<file path="src/rtl/flappy_pkg.sv">
// Shared game constants: FSM encoding and bird physics defaults,
// used by the physics, pipe and render stages.
package flappy_pkg;

  typedef logic [1:0] state_t;

  localparam state_t ST_READY  = 2'd0;
  localparam state_t ST_PLAY   = 2'd1;
  localparam state_t ST_PAUSED = 2'd2;
  localparam state_t ST_DEAD   = 2'd3;

  localparam int DEF_Y_START  = 240;
  localparam int DEF_Y_FLOOR  = 464;  // 480 lines minus a 16-row bird
  localparam int DEF_FLAP_VEL = -8;
  localparam int DEF_GRAVITY  = 1;
  localparam int DEF_VMAX     = 10;

endpackage

</file>
<file path="src/rtl/edge_detect.sv">
// Rising-edge detector for a debounced button level. On clear the history
// register takes the live level, so a button held through reset stays quiet.
module edge_detect (
  input  logic clk,
  input  logic clr,
  input  logic in,
  output logic rise
);

  logic prev;

  // Track last-cycle level of the button
  always_ff @(posedge clk) begin
    if (clr) prev <= in;
    else     prev <= in;
  end

  assign rise = in & ~prev;

endmodule

</file>
<file path="src/rtl/bird_physics.sv">
// Bird vertical physics and game FSM. One update per tick: flap or gravity
// sets the new velocity, position integrates it, ceiling clamps, floor kills.
module bird_physics
  import flappy_pkg::*;
#(
  parameter int Y_START  = DEF_Y_START,
  parameter int Y_FLOOR  = DEF_Y_FLOOR,
  parameter int FLAP_VEL = DEF_FLAP_VEL,
  parameter int GRAVITY  = DEF_GRAVITY,
  parameter int VMAX     = DEF_VMAX
) (
  input  logic              clk,
  input  logic              clr,
  input  logic              tick,
  input  logic              flap,
  input  logic              pause,
  input  logic              collide,
  output logic [9:0]        y,
  output logic signed [5:0] vel,
  output logic [1:0]        state,
  output logic              dead
);

  logic              flap_rise, pause_rise;
  logic              flap_pending;
  logic signed [6:0] vel_sum;
  logic signed [5:0] vel_n;
  logic signed [10:0] y_sum;

  edge_detect u_flap_edge (
    .clk  (clk),
    .clr  (clr),
    .in   (flap),
    .rise (flap_rise)
  );

  edge_detect u_pause_edge (
    .clk  (clk),
    .clr  (clr),
    .in   (pause),
    .rise (pause_rise)
  );

  // Candidate next velocity/position for a tick. A flap edge arriving on the
  // tick cycle itself counts as pending so it is never lost.
  always_comb begin
    vel_sum = 7'(vel) + 7'(GRAVITY);
    vel_n   = vel_sum[5:0];
    if (flap_pending || flap_rise)
      vel_n = 6'(FLAP_VEL);
    else if (vel_sum > 7'(VMAX))
      vel_n = 6'(VMAX);
    y_sum = $signed({1'b0, y}) + 11'(vel_n);
  end

  // Game FSM with registered position, velocity and dead flag
  always_ff @(posedge clk) begin
    if (clr) begin
      state        <= ST_READY;
      y            <= 10'(Y_START);
      vel          <= '0;
      dead         <= 1'b0;
      flap_pending <= 1'b0;
    end else begin
      case (state)
        ST_READY: begin
          y   <= 10'(Y_START);
          vel <= '0;
          if (flap_rise) begin
            state        <= ST_PLAY;
            flap_pending <= 1'b1;
          end
        end
        ST_PLAY: begin
          if (collide) begin
            state <= ST_DEAD;
            dead  <= 1'b1;
          end else if (pause_rise) begin
            state <= ST_PAUSED;
          end else if (tick) begin
            flap_pending <= 1'b0;
            if (y_sum < 11'sd0) begin
              y   <= '0;
              vel <= '0;
            end else if (y_sum >= 11'(Y_FLOOR)) begin
              y     <= 10'(Y_FLOOR);
              vel   <= '0;
              state <= ST_DEAD;
              dead  <= 1'b1;
            end else begin
              y   <= y_sum[9:0];
              vel <= vel_n;
            end
          end else if (flap_rise) begin
            flap_pending <= 1'b1;
          end
        end
        ST_PAUSED: begin
          if (pause_rise) state <= ST_PLAY;
        end
        default: begin
          if (flap_rise) begin
            state        <= ST_READY;
            y            <= 10'(Y_START);
            vel          <= '0;
            dead         <= 1'b0;
            flap_pending <= 1'b0;
          end
        end
      endcase
    end
  end

endmodule

</file>
<file path="config.mk">
export PLATFORM = sky130hd
export DESIGN_NAME = bird_physics
export DESIGN_NICKNAME = d
export VERILOG_FILES = /design/src/rtl/flappy_pkg.sv /design/src/rtl/edge_detect.sv /design/src/rtl/bird_physics.sv
export SDC_FILE = /design/constraint.sdc
export NUM_CORES = 1
export LEC_CHECK = 0
export BUFFER_PORTS_ARGS = -buffer_cell sky130_fd_sc_hd__buf_4
export CORE_UTILIZATION = 51
export DETAILED_ROUTE_END_ITERATION = 10
export GPL_TIMING_DRIVEN = 0
export PLACE_DENSITY = 0.76
export SLEW_MARGIN = 20
export SYNTH_ARGS = -nofsm -noshare
export SYNTH_HDL_FRONTEND = slang
export SYNTH_SLANG_ARGS = --single-unit
</file>
<file path="constraint.sdc">
create_clock -name clk -period 3.47 [get_ports clk]
set_input_delay 0.694 -clock clk [delete_from_list [all_inputs] [get_ports clk]]
set_output_delay 0.694 -clock clk [all_outputs]
set_load 0.05 [all_outputs]
</file>
==> results of run 1 <==
## cells in the mapped netlist, drive strengths merged (3+ instances only)
cell type,n
xor2,6
nand3b,3
nor2,9
buf,5
xnor2,9
a21oi,13
ha,12
and2,3
nand2,14
clkbuf,3
nand2b,3
a221o,4
nor2b,3
o211ai,3
o21ai,11
dfxtp,22
o21a,5
or3,4
a22o,8
nor3,3
nand3,3
inv,5
## cell families after synthesis
group                    synth area share [%]
adder cells (fa/ha/maj)                  10.9
AND/OR/NAND/NOR                          18.0
flip-flops                               28.1
AO/OA/AOI/OAI                            30.5
XOR/XNOR                                 8.39
buffers and inverters                    4.08
## routing by layer
layer / GRT usage (%) / part of all wire, % / vias up
li1: - / - / 783
met4: 14.6 / 4.1 / 0
met5: 0 / 0 / -
met2: 48.5 / 50 / 56
met1: 32.9 / 42 / 791
met3: 3.63 / 3.4 / 25
## repair_timing
action,in CTS,in global routing
setup endpoints to repair,17,17
pin swaps,32,33
buffers inserted,18,9
hold buffers,0,0
endpoints found under the hold margin,0,0
resized for setup,20,19
## where the power goes
part | internal, mW | switching [mW]
registers | 0.272 | 0.0237
logic | 0.275 | 0.361
clock network | 0.0643 | 0.0925
total | 0.611 | 0.477
## state kept, by name (all words and copies together), names as in the netlist
name	count
y	10
u_flap_edge.prev	1
state	2
u_pause_edge.prev	1
vel	6
flap_pending	1
dead	1
## final timing paths
check,start,to
setup / recovery,vel[1]$_SDFFE_PP0P_,y[7]$_SDFFE_PP1P_
hold / removal,flap,u_flap_edge.prev$_DFF_P_
setup reg to reg,vel[1]$_SDFFE_PP0P_,y[7]$_SDFFE_PP1P_
hold reg to reg,y[9]$_SDFFE_PP0P_,y[9]$_SDFFE_PP0P_
## through the flow
step	setup WS (ns)	TNS, ns	area [sq um]
final	-0.287	-3.67	2260
after global routing	-0.392	-5.69	2260
after CTS	-0.196	-2.20	2100
after detailed placement	-0.428	-6.28	1840
after global placement	-0.400	-5.65	1840
after floorplan	-0.0871	-0.767	1620
## final cells by class
| class | instances | area share, % |
|---|---|---|
| plain buffers | 6 | 1.44 |
| multi-input cells | 145 | 57.4 |
| inverters | 5 | 0.830 |
| well taps | 31 | 1.72 |
| clock buffers | 4 | 1.60 |
| repair buffers | 51 | 17.1 |
| flip-flops and latches | 22 | 19.9 |
==> metrics.md, run 1 <==
| Metric | Value |
|---|---|
| Cts bufs inserted | `3` |
| Register bit total from synthesis | `22` |
| Total track usage | `27.8%` |
| Post-route ant nets | `0` |
| Number of diodes | `0` |
| Worst vdd ir | `0.349 mV` |
| Finished Layout Cells | `264` |
| Number of max-cap violations | `0` |
| TritonRoute pass-1 iters | `7` |
| DR WL/cell | `18.0 um` |
| RSZ-0062 raised after global routing | `true` |
| Post-synth EDFFs | `0` |
| Commonest cells after routing, fill and taps aside | `buf_4, dfxtp_1, nand2_1` |
| Tot Pwr | `1.09 mW` |
| Worst hold-check path type | `in2reg` |
| Placed cells | `235` |
| Mapped cell area | `1570 sq um` |
| WHS Path Cells | `1` |
| CP cell instances | `ha_4 -> xnor2_4 -> o21ai_1 -> a211o_1 -> a21oi_2 -> o211ai_1 -> buf_4 -> nand2b_4 -> ha_4 -> a21o_1 -> a221oi_4 -> o21ai_1 -> xor2_1 -> buf_4 -> or3_1 -> a221o_1` |
| Detailed-route via count | `1,655` |
| Final Cycle Share | `108%` |
| Rel. slew slack | `64.5%` |
| Most common cell after layout, fill and taps aside | `buf_4` |
| Max stage delay cell, worst path | `dfxtp_4` |
| PortBufs | `24` |
| Synth Net Count | `199` |
| R2r setup slk | `-0.29 ns` |
| Synth top area share | `28.1%` |
| # IOs | `25` |
| FF+latch area | `449 sq um` |
| Final WL | `4.76 mm` |
| Worst path buffer plus inverter count | `2` |
| Clock-pin slew on the worst setup and hold paths | `0.14 ns` |
| Multi-input gate area | `1300 sq um` |
| Largest cells by area after synthesis | `dfxtp_1, ha_1, xnor2_1` |
| Slew Limit Fails | `0` |
| First-pass GRT wire length | `7.10 mm` |
| CP endpoint kind | `flop` |
| Clock tree sinks | `22` |
| Final HPWL DP | `2.79 mm` |
| Die height | `57.4 um` |
| Crit path max-delay family | `compound AO/OA/AOI/OAI gates` |
| Required @ worst endpoint | `3.70 ns` |
| Drc violations | `2` |
| Chip width | `57.4 um` |
| F_max | `0.266 GHz` |
| Number of global-route vias before repair | `1,550` |
| Element type at the critical path start | `flop` |
| CTS max path bufs | `2` |
| Worst Path Max Fanout | `7` |
| Area leader, netlist | `dfxtp_1` |
| Final WS setup | `-0.287 ns` |
| Initial DRC Count | `78` |
| GP Congestion | `0.793` |
| Worst-case reg-to-reg path depth | `16` |
| Worst hold slack | `0.466 ns` |
| Grt ovf | `0` |
| Initial core utilization | `55.3%` |
| Critical path depth | `16` |
| Distinct cells, synth | `51` |
| CTS tree | `done` |
| Total core area | `2830 sq um` |
| Initial antenna violation count | `0` |
| Syn. warnings | `0` |
| Worst-margin pin slew | `0.530 ns` |
| Synth Instances | `180` |
| Fill count | `173` |
| Violated checks | `DRC, setup timing` |
| Core Util, Final | `79.9%` |
| Worst path max stage delay | `0.39 ns` |
| Crit path time final | `3.76 ns` |
| Async SR Flop Fraction | `0%` |
| Root Driver | `clkbuf_4` |
| Vias per cell | `6.27` |
| Critical path class | `reg2reg` |
| Avg Inst Size Synth | `8.70 sq um` |
| Largest net degree at the start of global routing | `13` |
| Outcome | `complete, but fails checks` |
| Fin. Hold Viols | `0` |
| Sequential element share of the synthesized area | `28.1%` |
| Leak Pwr | `0.955 nW` |
| P per Cell Area | `481 nW/um^2` |
| Clock Skew | `0.00845 ns` |
| Share of cells above drive strength 1 | `42.1%` |
| Syn-to-layout area delta | `44.4%` |
| Worst-Skew Late Latency | `0.33 ns` |
| H-tree levels | `1` |
| Die area | `3290 sq um` |
| Final setup fails | `17` |
| Top_reg_cell synth | `dfxtp_1` |
| NumNets Final | `253` |
| WP data arrival | `3.99 ns` |
| Core Rows | `19` |
Power figures use the tool's default switching activity.
==> inputs of run 2 (changes only) <==
--- a/config.mk
+++ b/config.mk
@@ -7,4 +7,6 @@
 export LEC_CHECK = 0
 export BUFFER_PORTS_ARGS = -buffer_cell sky130_fd_sc_hd__buf_4
+export CAP_MARGIN = 20
+export CORE_ASPECT_RATIO = 1.2
 export CORE_UTILIZATION = 51
 export DETAILED_ROUTE_END_ITERATION = 10
==> constraint.sdc (replaced) <==
create_clock -name clk -period 3.47 [get_ports clk]
set_input_delay 0.694 -clock clk [delete_from_list [all_inputs] [get_ports clk]]
set_output_delay 0.694 -clock clk [all_outputs]
set_load 0.01 [all_outputs]
==> run 2 against run 1 <==
Compared with the run above: the run ends with setup timing left; critical path type unchanged; largest power group unchanged; clock skew rose by 0.0023 ns; sequential share of layout area grew 0.74 points; highest routed layer unchanged; clock power shrank 22%; design area decreased by 3.6%; fmax is 2.4% higher; first-iteration DRC count fell by 31%; core utilization shrank 3.8 points.
==> metrics.md, run 2 (synthesized netlist as in run 1, its figures left out) <==
| Metric | Value |
|---|---|
| R2r setup slk | `-0.20 ns (was -0.29 ns)` |
| Element type at the critical path start | `flop (unchanged)` |
| Final HPWL DP | `2.73 mm (was 2.79 mm)` |
| Setup crit end | `y[3]$_SDFFE_PP0P_ (was y[7]$_SDFFE_PP1P_)` |
| Slew Limit Fails | `0 (unchanged)` |
| Core Rows | `21 (was 19)` |
| Violated checks | `setup timing (was DRC, setup timing)` |
| Grt ovf | `0 (unchanged)` |
| CTS max path bufs | `2 (unchanged)` |
| GP Congestion | `0.891 (was 0.793)` |
| Worst vdd ir | `0.406 mV (was 0.349 mV)` |
| TritonRoute pass-1 iters | `4 (was 7)` |
| FF-to-FF End | `y[3]$_SDFFE_PP0P_ (was y[7]$_SDFFE_PP1P_)` |
| Core Util, Final | `76.1% (was 79.9%)` |
| Worst hold slack | `0.490 ns (was 0.466 ns)` |
| Max reg flops | `10 (unchanged)` |
| # IOs | `25 (unchanged)` |
| Post-CTS Hold Buffers | `0 (unchanged)` |
| Outcome | `complete, but fails checks (unchanged)` |
| Initial DRC Count | `54 (was 78)` |
| Syn-to-layout area delta | `39.2% (was 44.4%)` |
| Worst r2r src | `vel[0]$_SDFFE_PP0P_ (was vel[1]$_SDFFE_PP0P_)` |
| Commonest cells after routing, fill and taps aside | `buf_4, dfxtp_1, nand2_1 (unchanged)` |
| Die height | `62.7 um (was 57.4 um)` |
| H-tree levels | `1 (unchanged)` |
| Tot Pwr | `0.970 mW (was 1.09 mW)` |
| Root Driver | `clkbuf_4 (unchanged)` |
| Chip width | `52.6 um (was 57.4 um)` |
| CTS tree | `done (unchanged)` |
| Leak Pwr | `0.885 nW (was 0.955 nW)` |
| Largest reg by FF count | `y (unchanged)` |
| WP data arrival | `3.89 ns (was 3.99 ns)` |
| RSZ-0062 raised after global routing | `true (unchanged)` |
| Crit path time final | `3.67 ns (was 3.76 ns)` |
| DP Worst Slack | `-0.452 ns (was -0.428 ns)` |
| Cts bufs inserted | `3 (unchanged)` |
| Worst-margin pin slew | `0.562 ns (was 0.530 ns)` |
| Initial core utilization | `54.7% (was 55.3%)` |
| Number of global-route vias before repair | `1,535 (was 1,550)` |
| Critical path class | `reg2reg (unchanged)` |
| Final Cycle Share | `106% (was 108%)` |
| Worst-case reg-to-reg path depth | `15 (was 16)` |
| Largest net degree at the start of global routing | `13 (unchanged)` |
| Post-route ant nets | `0 (unchanged)` |
| Worst-Skew Late Latency | `0.31 ns (was 0.33 ns)` |
| Drc violations | `0 (was 2)` |
| Crit. Startpoint | `vel[0]$_SDFFE_PP0P_ (was vel[1]$_SDFFE_PP0P_)` |
| Clock tree sinks | `22 (unchanged)` |
| Rel. slew slack | `62.3% (was 64.5%)` |
| Number of max-cap violations | `0 (unchanged)` |
| Final WS setup | `-0.199 ns (was -0.287 ns)` |
| P per Cell Area | `445 nW/um^2 (was 481 nW/um^2)` |
| NumNets Final | `242 (was 253)` |
| Largest regs | `y (10), vel (6), state (2) (unchanged)` |
| DR WL/cell | `17.3 um (was 18.0 um)` |
| Share of cells above drive strength 1 | `41.9% (was 42.1%)` |
| Total core area | `2860 sq um (was 2830 sq um)` |
| Worst Path Max Fanout | `8 (was 7)` |
| Final setup fails | `16 (was 17)` |
| CP endpoint kind | `flop (unchanged)` |
| Fin. Hold Viols | `0 (unchanged)` |
| Die area | `3300 sq um (was 3290 sq um)` |
| Clock Skew | `0.0108 ns (was 0.00845 ns)` |
| Detailed-route via count | `1,593 (was 1,655)` |
| First-pass GRT wire length | `7.09 mm (was 7.10 mm)` |
| Most common cell after layout, fill and taps aside | `buf_4 (unchanged)` |
| Required @ worst endpoint | `3.69 ns (was 3.70 ns)` |
| Initial antenna violation count | `0 (unchanged)` |
| Clock-pin slew on the worst setup and hold paths | `0.12 ns (was 0.14 ns)` |
| Vias per cell | `6.22 (was 6.27)` |
| Number of diodes | `0 (unchanged)` |
| Total track usage | `28.2% (was 27.8%)` |
| Setup TNS | `-2.42 ns (was -3.67 ns)` |
| PortBufs | `24 (unchanged)` |
| Worst hold-check path type | `in2reg (unchanged)` |
| F_max | `0.273 GHz (was 0.266 GHz)` |
| Final WL | `4.42 mm (was 4.76 mm)` |
run 2: critical path: stages (launching register included):
cell and delay, ns:
dfxtp_4 0.40, ha_4 0.18, xnor2_4 0.15, o21ai_2 0.08, a211o_1 0.31, a21oi_2 0.17
o211ai_1 0.21, nand2b_4 0.23, ha_4 0.24, a221o_1 0.31, a31oi_2 0.18, xor2_1 0.11
a31oi_2 0.30, and4_4 0.29, and4bb_4 0.23, a22o_1 0.19
run 2: repair_timing:
item	4_1_cts	5_1_grt
setup buffers	16	0
pin swaps	31	21
gates cloned	0	0
resized for setup	27	15
setup endpoints to repair	17	17
run 2: worst min-delay path by stage:
stage	slack, ns	to	startpoint	cells after the start
2_1_floorplan	0.48	y[5]$_SDFFE_PP1P_	y[5]$_SDFFE_PP1P_	2
5_1_grt	0.48	u_pause_edge.prev$_DFF_P_	pause	1
6_report	0.49	u_flap_edge.prev$_DFF_P_	flap	1
3_3_place_gp	0.48	y[9]$_SDFFE_PP0P_	y[9]$_SDFFE_PP0P_	1
4_1_cts	0.49	u_flap_edge.prev$_DFF_P_	flap	1
3_5_place_dp	0.49	y[5]$_SDFFE_PP1P_	y[5]$_SDFFE_PP1P_	2
run 2: cell type report:
cell class / count / area, sq um
clock buffers: 4 / 26.3
repair buffers: 40 / 300
plain buffers: 6 / 32.5
well taps: 34 / 42.5
fillers: 188 / 684
flip-flops and latches: 22 / 449
inverters: 5 / 18.8
multi-input cells: 145 / 1310
run 2: metrics by stage:
| step | std cells | instance area, sq um |
|---|---|---|
| final | 256 | 2180 |
| after global routing | 256 | 2180 |
| after CTS | 256 | 2110 |
| after detailed placement | 238 | 1840 |
| after global placement | 238 | 1840 |
| after floorplan | 180 | 1620 |
run 2: metal layers:
metal	GRT usage, %	routed length [um]	up-vias
met1	34.9	1860	777
met2	46.8	2340	43
met4	12.5	75	0
met5	0	0	-
met3	4.14	140	7
li1	-	-	766
run 2: report_power, final:
group / leakage, nW / switching (mW) / internal (mW)
logic: 0.688 / 0.296 / 0.257
clock network: 0.0150 / 0.0772 / 0.0449
registers: 0.181 / 0.0235 / 0.272
==> inputs of run 3 (changes only) <==
Settings changed: CORE_UTILIZATION 51 to 56, PLACE_DENSITY 0.76 to 0.79, RECOVER_POWER set to 100.
Clock period 3.47 ns to 3.9 ns, I/O delays scaled along.
==> run 3 against run 2 <==
Compared with the run above: wire length is 1.4% lower; clock skew decreased by 0.0032 ns; combinational power shrank 23%; setup slack better by 0.24 ns; register-to-register slack improved by 0.24 ns; sequential cell count stayed put; sequential power is 11% lower; total power shrank 15%; the flow now finishes without violations; critical path depth rose by 2.
==> metrics.md, run 3 (synthesized netlist as in run 1, its figures left out) <==
| Metric | Value |
|---|---|
| Post-CTS Hold Buffers | `0 (unchanged)` |
| Core Rows | `20 (was 21)` |
| Worst r2r src | `vel[0]$_SDFFE_PP0P_ (unchanged)` |
| CTS max path bufs | `2 (unchanged)` |
| CTS tree | `done (unchanged)` |
| DR WL/cell | `17.3 um (about the same)` |
| Critical path class | `reg2reg (unchanged)` |
| Initial antenna violation count | `0 (unchanged)` |
| Share of cells above drive strength 1 | `26.5% (was 41.9%)` |
| Cts bufs inserted | `3 (unchanged)` |
| Initial core utilization | `60.1% (was 54.7%)` |
| Max reg flops | `10 (unchanged)` |
| P per Cell Area | `403 nW/um^2 (was 445 nW/um^2)` |
| Largest net degree at the start of global routing | `13 (unchanged)` |
| R2r setup slk | `0.04 ns (was -0.20 ns)` |
| F_max | `0.259 GHz (was 0.273 GHz)` |
| Crit path time final | `3.86 ns (was 3.67 ns)` |
| Required @ worst endpoint | `4.13 ns (was 3.69 ns)` |
| Chip width | `50.3 um (was 52.6 um)` |
| Detailed-route via count | `1,578 (was 1,593)` |
| Slew Limit Fails | `0 (unchanged)` |
| Max stage delay cell, worst path | `dfxtp_4 (unchanged)` |
| Final Cycle Share | `98.9% (was 106%)` |
| Worst hold slack | `0.494 ns (was 0.490 ns)` |
| Tot Pwr | `0.819 mW (was 0.970 mW)` |
| Worst Path Max Fanout | `6 (was 8)` |
| FF-to-FF End | `y[5]$_SDFFE_PP1P_ (was y[3]$_SDFFE_PP0P_)` |
| Worst vdd ir | `0.345 mV (was 0.406 mV)` |
| Clock tree sinks | `22 (unchanged)` |
| Worst-margin pin slew | `0.776 ns (was 0.562 ns)` |
| Hold path endpoint | `y[8]$_SDFFE_PP0P_ (was u_flap_edge.prev$_DFF_P_)` |
| Worst path max stage delay | `0.39 ns (was 0.40 ns)` |
| Die height | `59.9 um (was 62.7 um)` |
| Syn-to-layout area delta | `29.8% (was 39.2%)` |
| Root Driver | `clkbuf_4 (unchanged)` |
| Grt ovf | `0 (unchanged)` |
| First-pass GRT wire length | `6.25 mm (was 7.09 mm)` |
| Final setup fails | `0 (was 16)` |
| Fin. Hold Viols | `0 (unchanged)` |
| Core Util, Final | `78.1% (was 76.1%)` |
| NumNets Final | `239 (was 242)` |
| WHS Path Cells | `2 (was 1)` |
| PortBufs | `24 (unchanged)` |
| Commonest cells after routing, fill and taps aside | `clkbuf_1, buf_4, dfxtp_1 (was buf_4, dfxtp_1, nand2_1)` |
| Die area | `3010 sq um (was 3300 sq um)` |
| Post-route ant nets | `0 (unchanged)` |
| Number of global-route vias before repair | `1,409 (was 1,535)` |
| Non-Filler Cell Area, Final | `2030 sq um (was 2180 sq um)` |
| HP Start | `y[8]$_SDFFE_PP0P_ (was flap)` |
| Vias per cell | `6.26 (was 6.22)` |
| Crit path max-delay family | `compound AO/OA/AOI/OAI gates (unchanged)` |
| Final WL | `4.36 mm (was 4.42 mm)` |
| TritonRoute pass-1 iters | `4 (unchanged)` |
| Element type at the critical path start | `flop (unchanged)` |
| Total core area | `2600 sq um (was 2860 sq um)` |
| Clock-pin slew on the worst setup and hold paths | `0.13 ns (was 0.12 ns)` |
| Largest reg by FF count | `y (unchanged)` |
| Placed cells | `237 (was 238)` |
| Worst hold-check path type | `reg2reg (was in2reg)` |
| CP cell instances | `ha_4 -> xnor2_4 -> o21ai_1 -> a211o_1 -> a21oi_2 -> o211ai_1 -> buf_4 -> nor2_1 -> ha_4 -> and3_4 -> a221oi_4 -> o21ai_1 -> xor2_1 -> buf_4 -> a41oi_2 -> nand3_1 -> a32oi_1 (was ha_4 -> xnor2_4 -> o21ai_2 -> a211o_1 -> a21oi_2 -> o211ai_1 -> nand2b_4 -> ha_4 -> a221o_1 -> a31oi_2 -> xor2_1 -> a31oi_2 -> and4_4 -> and4bb_4 -> a22o_1)` |
| Final HPWL DP | `2.83 mm (was 2.73 mm)` |
| Number of max-cap violations | `0 (unchanged)` |
| GP Congestion | `0.777 (was 0.891)` |
| CP endpoint kind | `flop (unchanged)` |
| # IOs | `25 (unchanged)` |
| H-tree levels | `1 (unchanged)` |
| Leak Pwr | `0.805 nW (was 0.885 nW)` |
| WP data arrival | `4.09 ns (was 3.89 ns)` |
| Clock Skew | `0.00756 ns (was 0.0108 ns)` |
| DP Area | `1790 sq um (was 1840 sq um)` |
| Worst path buffer plus inverter count | `2 (was 0)` |
| Outcome | `finished, final reports clean (was complete, but fails checks)` |
| Initial DRC Count | `30 (was 54)` |
| Number of diodes | `0 (unchanged)` |
| Rel. slew slack | `47.7% (was 62.3%)` |
| Total track usage | `27.2% (was 28.2%)` |
| Finished Layout Cells | `252 (was 256)` |
| Worst-case reg-to-reg path depth | `17 (was 15)` |
| Drc violations | `0 (unchanged)` |
| Worst-Skew Late Latency | `0.32 ns (was 0.31 ns)` |
| Largest regs | `y (10), vel (6), state (2) (unchanged)` |
==> run 3: changes by cell type in the layout (fill, tap and decap cells not counted), moves of 2 or more <==
cell / previous run / this run
o21ai_2: 5 / 2
nor2_2: 3 / 0
clkbuf_1: 4 / 19
clkbuf_4: 3 / 5
o21ai_0: 3 / 5
buf_4: 40 / 19
nor2_1: 6 / 9
==> run 3: stage by stage <==
step | setup slack (ns) | TNS [ns]
finish | 0.0426 | 0
global route | -0.101 | -0.774
CTS | 0.0109 | 0
detailed placement | -0.315 | -3.47
global placement | -0.191 | -1.93
floorplan | 0.166 | 0
==> run 3: cell type report <==
cell class | instances | area, sq um
Sequential cell | 22 | 449
Timing Repair Buffer | 36 | 210
Clock buffer | 4 | 36.3
Fill cell | 202 | 571
Inverter | 5 | 18.8
Buffer | 7 | 40.0
Tap cell | 33 | 41.3
Multi-Input combinational cell | 145 | 1240
==> run 3: routing by layer <==
| layer | up-vias | track usage, % | wire, um | share of wire [%] |
|---|---|---|---|---|
| met2 | 36 | 47.8 | 2280 | 52 |
| met4 | 0 | 11.8 | 88 | 2.0 |
| met5 | - | 0 | 0 | 0 |
| met3 | 11 | 3.31 | 129 | 3.0 |
| met1 | 771 | 33.2 | 1850 | 43 |
| li1 | 760 | - | - | - |
==> run 3: worst max path at each step <==
stage,startpoint,depth (start not counted),end,slack [ns]
after detailed placement,vel[0]$_SDFFE_PP0P_,17,y[1]$_SDFFE_PP0P_,-0.32
after floorplan,vel[0]$_SDFFE_PP0P_,17,y[3]$_SDFFE_PP0P_,0.17
final,vel[0]$_SDFFE_PP0P_,17,y[5]$_SDFFE_PP1P_,0.04
after global placement,vel[0]$_SDFFE_PP0P_,17,y[3]$_SDFFE_PP0P_,-0.19
after CTS,vel[0]$_SDFFE_PP0P_,17,y[1]$_SDFFE_PP0P_,0.01
after global routing,vel[0]$_SDFFE_PP0P_,17,y[5]$_SDFFE_PP1P_,-0.10
==> run 3: worst min-delay path: stages (launching register included) <==
cell and delay (ns):
dfxtp_1 0.35, nand2_1 0.06, a21oi_1 0.05
==> run 3: timing repair <==
| item | in CTS | in global routing |
|---|---|---|
| pin swaps | 5 | 17 |
| gates cloned | 0 | 0 |
| endpoints found under the setup margin | 17 | 17 |
| resized for setup | 12 | 21 |
| setup buffers | 5 | 7 |
==> run 3: where the power goes <==
part	switching, mW	internal (mW)	total (mW)	leakage (nW)
clock network	0.0736	0.0571	0.131	0.0210
logic	0.236	0.191	0.427	0.603
registers	0.0201	0.242	0.262	0.181
total	0.329	0.490	0.819	0.805
